$ cat config.mk
export PLATFORM = sky130hd
export DESIGN_NAME = acc_stream_feeder
export DESIGN_NICKNAME = d
export VERILOG_FILES = /design/src/rtl/acc_stream_feeder_pkg.sv /design/src/rtl/acc_stream_addr_gen.sv /design/src/rtl/acc_stream_feeder.sv
export SDC_FILE = /design/constraint.sdc
export NUM_CORES = 1
export LEC_CHECK = 0
export CORE_ASPECT_RATIO = 1.5
export CORE_MARGIN = 3
export CORE_UTILIZATION = 45
export DETAILED_ROUTE_END_ITERATION = 8
export GPL_ROUTABILITY_DRIVEN = 0
export GPL_TIMING_DRIVEN = 0
export PLACE_DENSITY = 0.78
export SLEW_MARGIN = 30
export SYNTH_ARGS = -nofsm -noshare
export SYNTH_HDL_FRONTEND = slang
export SYNTH_SLANG_ARGS = --single-unit
$ cat constraint.sdc
create_clock -name clk -period 2.47 [get_ports clk]
set_input_delay 0.494 -clock clk [delete_from_list [all_inputs] [get_ports clk]]
set_output_delay 0.494 -clock clk [all_outputs]
set_load 0.005 [all_outputs]
$ cat src/rtl/acc_stream_feeder_pkg.sv
// Shared types and default widths for the accumulator stream feeder.
package acc_stream_feeder_pkg;

    localparam int IN_DATA_WIDTH_DEF = 8;
    localparam int AWIDTH_DEF        = 8;
    localparam int DWIDTH_DEF        = 16;
    localparam int MEM_DEPTH         = 256;

    typedef enum logic [2:0] {
        ST_IDLE  = 3'd0,
        ST_CLEAR = 3'd1,
        ST_READ  = 3'd2,
        ST_DRAIN = 3'd3,
        ST_DONE  = 3'd4
    } feeder_state_e;

endpackage

$ cat src/rtl/acc_stream_addr_gen.sv
// Base/count latch and read counter; produces the wrapping read address and last-read flag.
module acc_stream_addr_gen
    import acc_stream_feeder_pkg::*;
#(
    parameter int AWIDTH = AWIDTH_DEF
) (
    input  logic              clk,
    input  logic              rst,
    input  logic              load_i,
    input  logic [AWIDTH-1:0] base_i,
    input  logic [AWIDTH:0]   cnt_i,
    input  logic              step_i,
    output logic [AWIDTH-1:0] addr_o,
    output logic              last_o,
    output logic              zero_o
);

    logic [AWIDTH-1:0] base_q, base_d;
    logic [AWIDTH:0]   cnt_q, cnt_d;
    logic [AWIDTH-1:0] k_q, k_d;

    always_comb begin
        base_d = base_q;
        cnt_d  = cnt_q;
        k_d    = k_q;
        if (load_i) begin
            base_d = base_i;
            cnt_d  = cnt_i;
            k_d    = '0;
        end else if (step_i) begin
            k_d = k_q + 1'b1;
        end
    end

    always_ff @(posedge clk or posedge rst) begin
        if (rst) begin
            base_q <= '0;
            cnt_q  <= '0;
            k_q    <= '0;
        end else begin
            base_q <= base_d;
            cnt_q  <= cnt_d;
            k_q    <= k_d;
        end
    end

    // Address arithmetic is AWIDTH bits wide so base+k wraps naturally.
    assign addr_o = base_q + k_q;
    assign last_o = ({1'b0, k_q} == (cnt_q - 1'b1));
    assign zero_o = (cnt_q == '0);

endmodule

$ cat src/rtl/acc_stream_feeder.sv
// Feeder FSM: clears the accumulator, streams N memory words into it, captures the final sum.
module acc_stream_feeder
    import acc_stream_feeder_pkg::*;
#(
    parameter int IN_DATA_WIDTH = IN_DATA_WIDTH_DEF,
    parameter int DWIDTH        = DWIDTH_DEF,
    parameter int AWIDTH        = AWIDTH_DEF
) (
    input  logic                     clk,
    input  logic                     reset,
    input  logic                     start_i,
    input  logic [AWIDTH-1:0]        base_addr_i,
    input  logic [AWIDTH:0]          num_cnt_i,
    output logic                     idle_o,
    output logic                     running_o,
    output logic                     done_o,
    output logic [DWIDTH-1:0]        result_o,
    output logic [AWIDTH-1:0]        mem_addr_o,
    output logic                     mem_ce_o,
    input  logic [IN_DATA_WIDTH-1:0] mem_q_i,
    output logic                     acc_run_o,
    output logic                     acc_valid_o,
    output logic [IN_DATA_WIDTH-1:0] acc_number_o,
    input  logic                     acc_valid_i,
    input  logic [DWIDTH-1:0]        acc_result_i
);

    feeder_state_e     state_q, state_d;
    logic [DWIDTH-1:0] result_q, result_d;
    logic              acc_vld_out_q;
    logic              acc_vld_in_q;

    logic              load;
    logic              step;
    logic [AWIDTH-1:0] gen_addr;
    logic              gen_last;
    logic              gen_zero;

    acc_stream_addr_gen #(.AWIDTH(AWIDTH)) u_addr_gen (
        .clk    (clk),
        .rst    (reset),
        .load_i (load),
        .base_i (base_addr_i),
        .cnt_i  (num_cnt_i),
        .step_i (step),
        .addr_o (gen_addr),
        .last_o (gen_last),
        .zero_o (gen_zero)
    );

    always_comb begin
        state_d   = state_q;
        result_d  = result_q;
        load      = 1'b0;
        step      = 1'b0;
        acc_run_o = 1'b0;
        mem_ce_o  = 1'b0;
        done_o    = 1'b0;
        case (state_q)
            ST_IDLE: begin
                if (start_i) begin
                    load    = 1'b1;
                    state_d = ST_CLEAR;
                end
            end
            ST_CLEAR: begin
                acc_run_o = 1'b1;
                if (gen_zero) begin
                    result_d = '0;
                    state_d  = ST_DONE;
                end else begin
                    state_d = ST_READ;
                end
            end
            ST_READ: begin
                mem_ce_o = 1'b1;
                step     = 1'b1;
                if (gen_last) state_d = ST_DRAIN;
            end
            ST_DRAIN: begin
                // Falling edge of the accumulator's valid marks the final sum.
                if (acc_vld_in_q && !acc_valid_i) begin
                    result_d = acc_result_i;
                    state_d  = ST_DONE;
                end
            end
            ST_DONE: begin
                done_o  = 1'b1;
                state_d = ST_IDLE;
            end
            default: state_d = ST_IDLE;
        endcase
    end

    always_ff @(posedge clk or posedge reset) begin
        if (reset) begin
            state_q       <= ST_IDLE;
            result_q      <= '0;
            acc_vld_out_q <= 1'b0;
            acc_vld_in_q  <= 1'b0;
        end else begin
            state_q       <= state_d;
            result_q      <= result_d;
            acc_vld_out_q <= mem_ce_o;
            acc_vld_in_q  <= acc_valid_i;
        end
    end

    assign idle_o      = (state_q == ST_IDLE);
    assign running_o   = (state_q == ST_CLEAR) || (state_q == ST_READ) || (state_q == ST_DRAIN);
    assign result_o    = result_q;
    assign mem_addr_o  = mem_ce_o ? gen_addr : '0;
    assign acc_valid_o = acc_vld_out_q;
    // The accumulator adds once more after valid drops; a forced zero keeps that add harmless.
    assign acc_number_o = acc_vld_out_q ? mem_q_i : '0;

endmodule

# ---- Yosys cells after proc, flatten, opt, wreduce, memory -nomap -nowiden
# Cells that the tools add are included.
dict set report op_classes {
  n_addsub 3
  mul 0
  div_mod_pow 0
  order_cmp 0
  n_eq_ne 9
  shift 0
  muxes 17
  bitwise_logic 0
  reduce_logical 10
}
# cell count
set op_table {}
lappend op_table {{$mux 16} 2}
lappend op_table {{$mux 8} 4}
lappend op_table {{$pmux 16 s2} 1}
lappend op_table {{$mux 3} 4}
lappend op_table {{$pmux 3 s4} 1}
lappend op_table {{$eq 8x9->1} 1}
lappend op_table {{$logic_not 9->1} 1}
lappend op_table {{$sub 9x1->9 const B} 1}
lappend op_table {{$add 8x1->8 const B} 1}
lappend op_table {{$add 8x8->8} 1}
lappend op_table {{$ne 2x2->1 const B} 4}
lappend op_table {{$eq 3x2->1 const B} 2}
lappend op_table {{$reduce_and 3->1} 2}
lappend op_table {{$mux 1} 5}
lappend op_table {{$reduce_bool 2->1} 2}
lappend op_table {{$eq 3x1->1 const B} 1}
lappend op_table {{$eq 3x3->1 const B} 1}
lappend op_table {{$logic_not 3->1} 1}
lappend op_table {{$logic_or 1x1->1} 2}
lappend op_table {{$logic_and 1x1->1} 1}
lappend op_table {{$logic_not 1->1} 1}
dict set report word_totals {
  reg_bits 46
  latch_bits 0
  mem_bits_rw 0
  mem_bits_ro 0
  out_inout_bits 38
  mem_count 0
}

# ---- Longest topological paths before layout
# Gate-level depths: netlist of the first run.
dict set report logic_depth {
  ltp_word 4
  depth_mapped 8
  mapped_depth_nobuf 7
}

# ---- Hierarchy
# Synthesis of the first run repeated with hierarchy kept, for this count alone.
dict set report hier_totals {
  cells_unflattened 269
  area_unflattened_um2 2701.3
}
# module instances cells_each area_per_inst_um2
set modules_own_cells {}
lappend modules_own_cells {acc_stream_addr_gen 1 156 1579.0}
lappend modules_own_cells {acc_stream_feeder 1 113 1122.3}

# ---- Least setup slack after synthesis of the first run
# No wires, ideal clock.
dict set report synth_timing {
  path_kind {reg-to-output}
  start {reg u_addr_gen.k_q[0]}
  end {out mem_addr_o[6]}
  arrival_ns 1.766
  setup_slack_ns 0.210
  path_stages_with_launch 8
  cell_sequence {dfrtp_1 ha_1 fa_1 a21o_1 a21o_1 a21oi_1 nand4b_1 nand3_1}
}
dict set report synth_via {
  elab_chain_len 2
}
# element line_no
set synth_lines {}
lappend synth_lines {{start: declaration} acc_stream_addr_gen.sv:20} ;# logic [AWIDTH-1:0] k_q, k_d;
lappend synth_lines {{start signal: assignment} acc_stream_addr_gen.sv:43} ;# k_q <= k_d;
lappend synth_lines {{$add 8x8->8} acc_stream_addr_gen.sv:48} ;# assign addr_o = base_q + k_q;
lappend synth_lines {{$mux 8} acc_stream_feeder.sv:112} ;# assign mem_addr_o = mem_ce_o ? gen_addr : '0;
lappend synth_lines {{end: declaration} acc_stream_feeder.sv:18} ;# output logic [AWIDTH-1:0] mem_addr_o,
# Every way passes these cells.

# ---- Final worst setup path of the first run
dict set report layout_timing {
  start {reg u_addr_gen.k_q[1]}
  end {out mem_addr_o[5]}
}
# Same word-level chain as after synthesis.

==> flow_summary.toml, run 1 <==
[cells_and_area]
regArea_um2 = 1150
multiInputGateArea_um2 = 1380
final_util = 0.683
final_common_cell = "clkdlybuf4s50_1"
area_delta_synth_final_pct = 45.3
final_nets = 402
n_antenna_cell = 0
layout_common_cells = "clkdlybuf4s50_1, dfrtp_1, nor2_1, a22o_1, nand2_1"
final_layout_size_suffix_gt1_frac = 0.179
fill_cells = 450

[power_and_ir_drop]
total_power_mw = 4.41
p_leak_nw = 1.62
power_density_nw_per_um2 = 1180
ir_drop_mv = 0.628

[grt]
overflow = 0
antenna_found_initial = 0
grt_pass1_vias = 2196
grt_usage = 0.188
grt_pass1_wl_um = 9640
grt_max_degree = 25

[sta]
grt_setup_unrepaired = "true"
hold_viol_final = 0
finalWorstPathRequiredPeriod_ns = 2.58
layout_setup_ws_ns = -0.113
finalCritPeriodShare = 1.05
tightest_slew_ns = 0.524
max_freq_mhz = 387
slew_viol_final = 0
finalSetupViolations = 4
maxSlewHeadroom = 0.650
fin_skew_ns = 0.00982

[yosys]
async_reset_ff_frac = 1.00
syn_inst = 247
syn-cell-area_um2 = 2580
synth_cell_types = 47
yosys_warnings = 0
synth_seq_cells = 46
synth_nets = 303
synth-edff-count = 0
post_synth.cell_area_avg_um2 = 10.4
yosysSeqAreaShare = 0.446
synth-main-ff-cell = "dfrtp_1"

[run]
maxCapViolations = 0

[route]
wl_per_cell_um = 14.5
first_pass_iters = 4
antenna_left = 0
drcViolationCount = 0
drt_iter0_markers = 86
viasPerCell = 5.27
vias = 2199
routed_wl_um = 6050

[critical_path]
path_max_fanout = 2
crit_path_end_kind = "output port"
arrival_ns = 2.09
critical_path_class = "register to output port"
cp_data_required_time_ns = 1.98
setup.worst_path.start_class = "register"

[floorplanning]
num_io_pins = 83
die-area_um2 = 6700
dieWidth_um = 67.8
start_util = 0.470
num_rows = 33
core_um2 = 5490
die_h_um = 98.7

[clocking]
cts_buffers = 5
cts.sink_count = 46
cts_tree = "done"
clkTransAtPathRegs_ns = 0.09
cts_max_level = 2
clockRootBuffer = "clkbuf_8"
clk_latency_ns = 0.30
cts.path.max_buffers = 2

[outcome]
status = "finished, violations left"
violations = "setup timing"

[worst_hold_path]
hold_class = "register to register"

[placed_design]
hpwl_um = 4620
io_buffers = 82
==> metrics by stage <==
step | setup TNS, ns | hold WS [ns] | setup slack [ns] | instances | cell area, um^2
2_1_floorplan | 0 | 0.479 | 0.210 | 247 | 2580
6_report | -0.349 | 0.513 | -0.113 | 417 | 3750
3_3_place_gp | -1.10 | 0.489 | -0.419 | 399 | 3490
5_1_grt | -0.754 | 0.533 | -0.210 | 417 | 3750
4_1_cts | -0.335 | 0.521 | -0.161 | 415 | 3720
3_5_place_dp | -1.18 | 0.491 | -0.429 | 400 | 3520
==> power breakdown <==
group	switching (mW)	internal, mW	total [mW]
registers	0.307	1.08	1.39
clock network	0.264	0.301	0.565
logic	1.03	1.43	2.46
total	1.60	2.81	4.41
==> registers in the layout, summed over array words and instances, names as in the netlist <==
register / cells
result_o: 16
u_addr_gen.cnt_q: 9
u_addr_gen.base_q: 8
u_addr_gen.k_q: 8
state_q: 3
acc_valid_o: 1
acc_vld_in_q: 1
==> timing repair <==
item,in CTS,in global routing
hold buffers,0,0
endpoints found under the setup margin,9,6
setup buffers,8,2
gates resized for setup,29,5
pin swaps,10,4
==> layer usage <==
metal / routed length, um / vias up / GRT usage / part of all wire
li1: - / 1068 / - / -
met1: 2270 / 1055 / 0.202 / 0.38
met2: 3340 / 70 / 0.358 / 0.55
met3: 362 / 6 / 0.0342 / 0.060
met4: 74 / 0 / 0.0536 / 0.012
met5: 0 / - / 0 / 0
==> worst max-delay path, stage by stage (launching register included) <==
cell and delay [ns]:
dfrtp_2 0.41, ha_1 0.27, a21o_1 0.11, a21o_1 0.14
a21oi_2 0.07, buf_4 0.13, or4b_1 0.47, nand3_1 0.08
buf_2 0.11
==> final timing paths <==
kind | from | endpoint | slack [ns] | cells past startpoint
max | u_addr_gen.k_q[1] | mem_addr_o[5] | -0.11 | 8
min | result_o[1] | result_o[1] | 0.51 | 1
max reg2reg | u_addr_gen.cnt_q[0] | state_q[0] | 0.57 | 7
min reg2reg | result_o[1] | result_o[1] | 0.51 | 1
max in group asynchronous | reset | u_addr_gen.k_q[0] | 1.43 | 3
min in group asynchronous | reset | result_o[1] | 0.54 | 2
==> cell usage after synthesis, types with 2 or more instances <==
master / number / share of area
or4b_1: 2 / 0.0078
buf_2: 5 / 0.0097
nand3_1: 6 / 0.012
nor2b_1: 4 / 0.0097
a22o_1: 16 / 0.054
nor3b_1: 3 / 0.0087
nor3_2: 2 / 0.0078
buf_4: 2 / 0.0058
nand2_1: 15 / 0.022
a21oi_1: 10 / 0.019
nor3_1: 5 / 0.0097
dfrtp_1: 46 / 0.45
xor2_1: 9 / 0.031
inv_1: 6 / 0.0087
a31oi_1: 3 / 0.0073
nor2_1: 17 / 0.025
mux2_2: 8 / 0.035
nand3b_1: 2 / 0.0058
a21o_1: 4 / 0.012
xnor2_1: 11 / 0.037
mux2_1: 6 / 0.026
ha_1: 10 / 0.048
clkbuf_1: 2 / 0.0029
nand4_1: 3 / 0.0073
and2_1: 12 / 0.029
buf_6: 3 / 0.013
o21ai_0: 11 / 0.021
nand4b_1: 3 / 0.010
nand2b_1: 3 / 0.0073
==> cells by family (layout without fill, tap and decap cells) <==
kind of cell | Yosys count | in the layout | synth area share
adders and majority gates | 11 | 11 | 0.0563
buffers and inverters | 19 | 119 | 0.0422
xor gates and xnor gates | 20 | 20 | 0.0679
DFF | 46 | 46 | 0.446
and+or+nand+nor | 86 | 86 | 0.191
muxes | 15 | 15 | 0.0650
AOI/OAI and AO/OA | 50 | 50 | 0.132
==> final cells by class <==
type,instances,share of cell area
multi-input combinational,182,0.368
sequential,46,0.308
timing repair buffer,93,0.242
tap,70,0.0234
buffer,11,0.0207
clock buffer,5,0.0184
clock inverter,3,0.0120
inverter,7,0.00768
Power figures use the tool's default switching activity.
==> inputs of run 2 (changes only) <==
--- a/config.mk
+++ b/config.mk
@@ -9,9 +9,11 @@
 export CORE_MARGIN = 3
 export CORE_UTILIZATION = 45
 export DETAILED_ROUTE_END_ITERATION = 8
+export DONT_BUFFER_PORTS = 1
 export GPL_ROUTABILITY_DRIVEN = 0
 export GPL_TIMING_DRIVEN = 0
-export PLACE_DENSITY = 0.78
+export HOLD_SLACK_MARGIN = 0.03
+export MAX_ROUTING_LAYER = met4
 export SLEW_MARGIN = 30
 export SYNTH_ARGS = -nofsm -noshare
 export SYNTH_HDL_FRONTEND = slang
==> run 2 against run 1 <==
Non-clock buffer count shrank 85. Highest routed layer unchanged. The run now ends clean. First-iteration DRC count shrank 40%. Routed wire length shrank 14%.
==> flow_summary.toml, run 2 (same netlist as run 1, synthesis figures left out) <==
[clocking]
clk_latency_ns = 0.29
cts_buffers = 5
clockRootBuffer = "clkbuf_8"
cts_tree = "done"
cts.sink_count = 46
cts_max_level = 2
clkTransAtPathRegs_ns = 0.08
cts.path.max_buffers = 2

[cells_and_area]
layout_common_cells = "dfrtp_1, nor2_1, a22o_1, nand2_1, and2_1"
final_layout_size_suffix_gt1_frac = 0.202
final_common_cell = "dfrtp_1"
regArea_um2 = 1150
fin_area_um2 = 2900
final_nets = 317
fill_cells = 506
largest_reg_flops = 16
area_delta_synth_final_pct = 12.5
n_antenna_cell = 0
multiInputGateArea_um2 = 1370

[critical_path]
arrival_ns = 1.96
setup.worst_path.start_class = "register"
cp_data_required_time_ns = 1.98
critical_path_class = "register to output port"
path_max_fanout = 2
crit_path_end_kind = "output port"

[placed_design]
hpwl_um = 4090
place_area_um2 = 2700
io_buffers = 0

[sta]
finalWorstPathRequiredPeriod_ns = 2.46
fin_skew_ns = 0.00776
finalSetupViolations = 0
grt_setup_unrepaired = "true"
tightest_slew_ns = 0.521
maxSlewHeadroom = 0.652
slew_viol_final = 0
max_freq_mhz = 407
hold_viol_final = 0
fin_setup_tns_ns = 0
finalCritPeriodShare = 0.995

[floorplanning]
core_um2 = 5490
die_h_um = 98.7
dieWidth_um = 67.8
die-area_um2 = 6700
num_io_pins = 83
start_util = 0.470
num_rows = 33

[power_and_ir_drop]
power_density_nw_per_um2 = 1270
p_sw_frac = 0.389
pwr-share-clk = 0.145
p_int_mw = 2.26
ir_drop_mv = 0.568
total_power_mw = 3.70
p_comb_frac = 0.472
seqPwrFrac = 0.382
p_leak_nw = 1.28
power.switching_mw = 1.44

[worst_hold_path]
hold_class = "primary input to asynchronous set/reset pin"

[grt]
antenna_found_initial = 0
grt_pass1_wl_um = 8650
grt_max_degree = 25
grt_usage = 0.175
grt_pass1_vias = 1880
overflow = 0

[route]
vias = 1839
first_pass_iters = 4
routed_wl_um = 5210
drcViolationCount = 0
wl_per_cell_um = 15.7
antenna_left = 0
viasPerCell = 5.54
drt_iter0_markers = 52

[outcome]
status = "finished, final reports clean"

[run]
maxCapViolations = 0
-- run 2: changes by cell type in the layout (fill, tap and decap cells not counted), sizes merged --
cell           previous run  this run
clkdlybuf4s50            75         0
buf                      25        17
dlygate4sd2               3         0
clkbuf                    6         8
clkinv                    0         1
clkinvlp                  2         1
inv                       7         6
-- run 2: worst max-delay path: stages (launching register included) --
cell and delay (ns):
dfrtp_2 0.43, ha_4 0.17, fa_2 0.36, a21o_1 0.17
a21o_1 0.17, a21oi_2 0.15, or4b_1 0.14, nand3_2 0.08
-- run 2: final timing paths --
path                            slack (ns)                  from                    to  depth (start not counted)
min in group clk                      0.22           acc_valid_i          acc_vld_in_q                          0
worst max register to register        0.48   u_addr_gen.cnt_q[0]            state_q[0]                          7
worst min register to register        0.51  u_addr_gen.base_q[3]  u_addr_gen.base_q[3]                          1
max in group asynchronous             1.87                 reset            state_q[0]                          2
worst max-delay path                  0.01     u_addr_gen.k_q[0]         mem_addr_o[6]                          7
worst min-delay path                  0.11                 reset   u_addr_gen.cnt_q[6]                          1
-- run 2: stage by stage --
stage / hold slack (ns) / std cells / utilization / setup slack [ns]
after global placement: 0.493 / 317 / 0.486 / 0.0231
after detailed placement: 0.445 / 318 / 0.491 / 0.0167
after global routing: 0.124 / 332 / 0.529 / -0.0716
final: 0.108 / 332 / 0.529 / 0.0133
after floorplan: 0.479 / 247 / - / 0.210
after CTS: 0.119 / 331 / 0.522 / -0.00433
-- run 2: metal layers --
layer,track usage,part of all wire,vias to the layer above
met5,-,0,-
met4,0.0781,0.024,0
met3,0.0296,0.052,11
met2,0.293,0.55,54
met1,0.201,0.38,873
li1,-,-,901
-- run 2: cell type report --
| cell class | instances | share of cell area |
|---|---|---|
| well taps | 70 | 0.0302 |
| flip-flops and latches | 46 | 0.397 |
| clock buffers | 6 | 0.0250 |
| clock inverters | 2 | 0.0129 |
| plain buffers | 12 | 0.0284 |
| repair buffers | 7 | 0.0250 |
| inverters | 7 | 0.00948 |
| multi-input cells | 182 | 0.472 |
-- run 2: power groups by stage --
stage	clock network, mW	registers, mW	logic [mW]
after floorplan	0	1.34	1.35
after global placement	0	1.43	1.57
after detailed placement	0	1.43	1.62
after CTS	0.567	1.40	1.73
after global routing	0.603	1.47	1.98
final	0.538	1.41	1.75
-- run 2: repair_timing --
item | in CTS | in global routing
hold buffers | 0 | 0
setup buffers | 5 | 1
pin swaps | 6 | 2
setup endpoints to repair | 4 | 4
resized for setup | 8 | 4
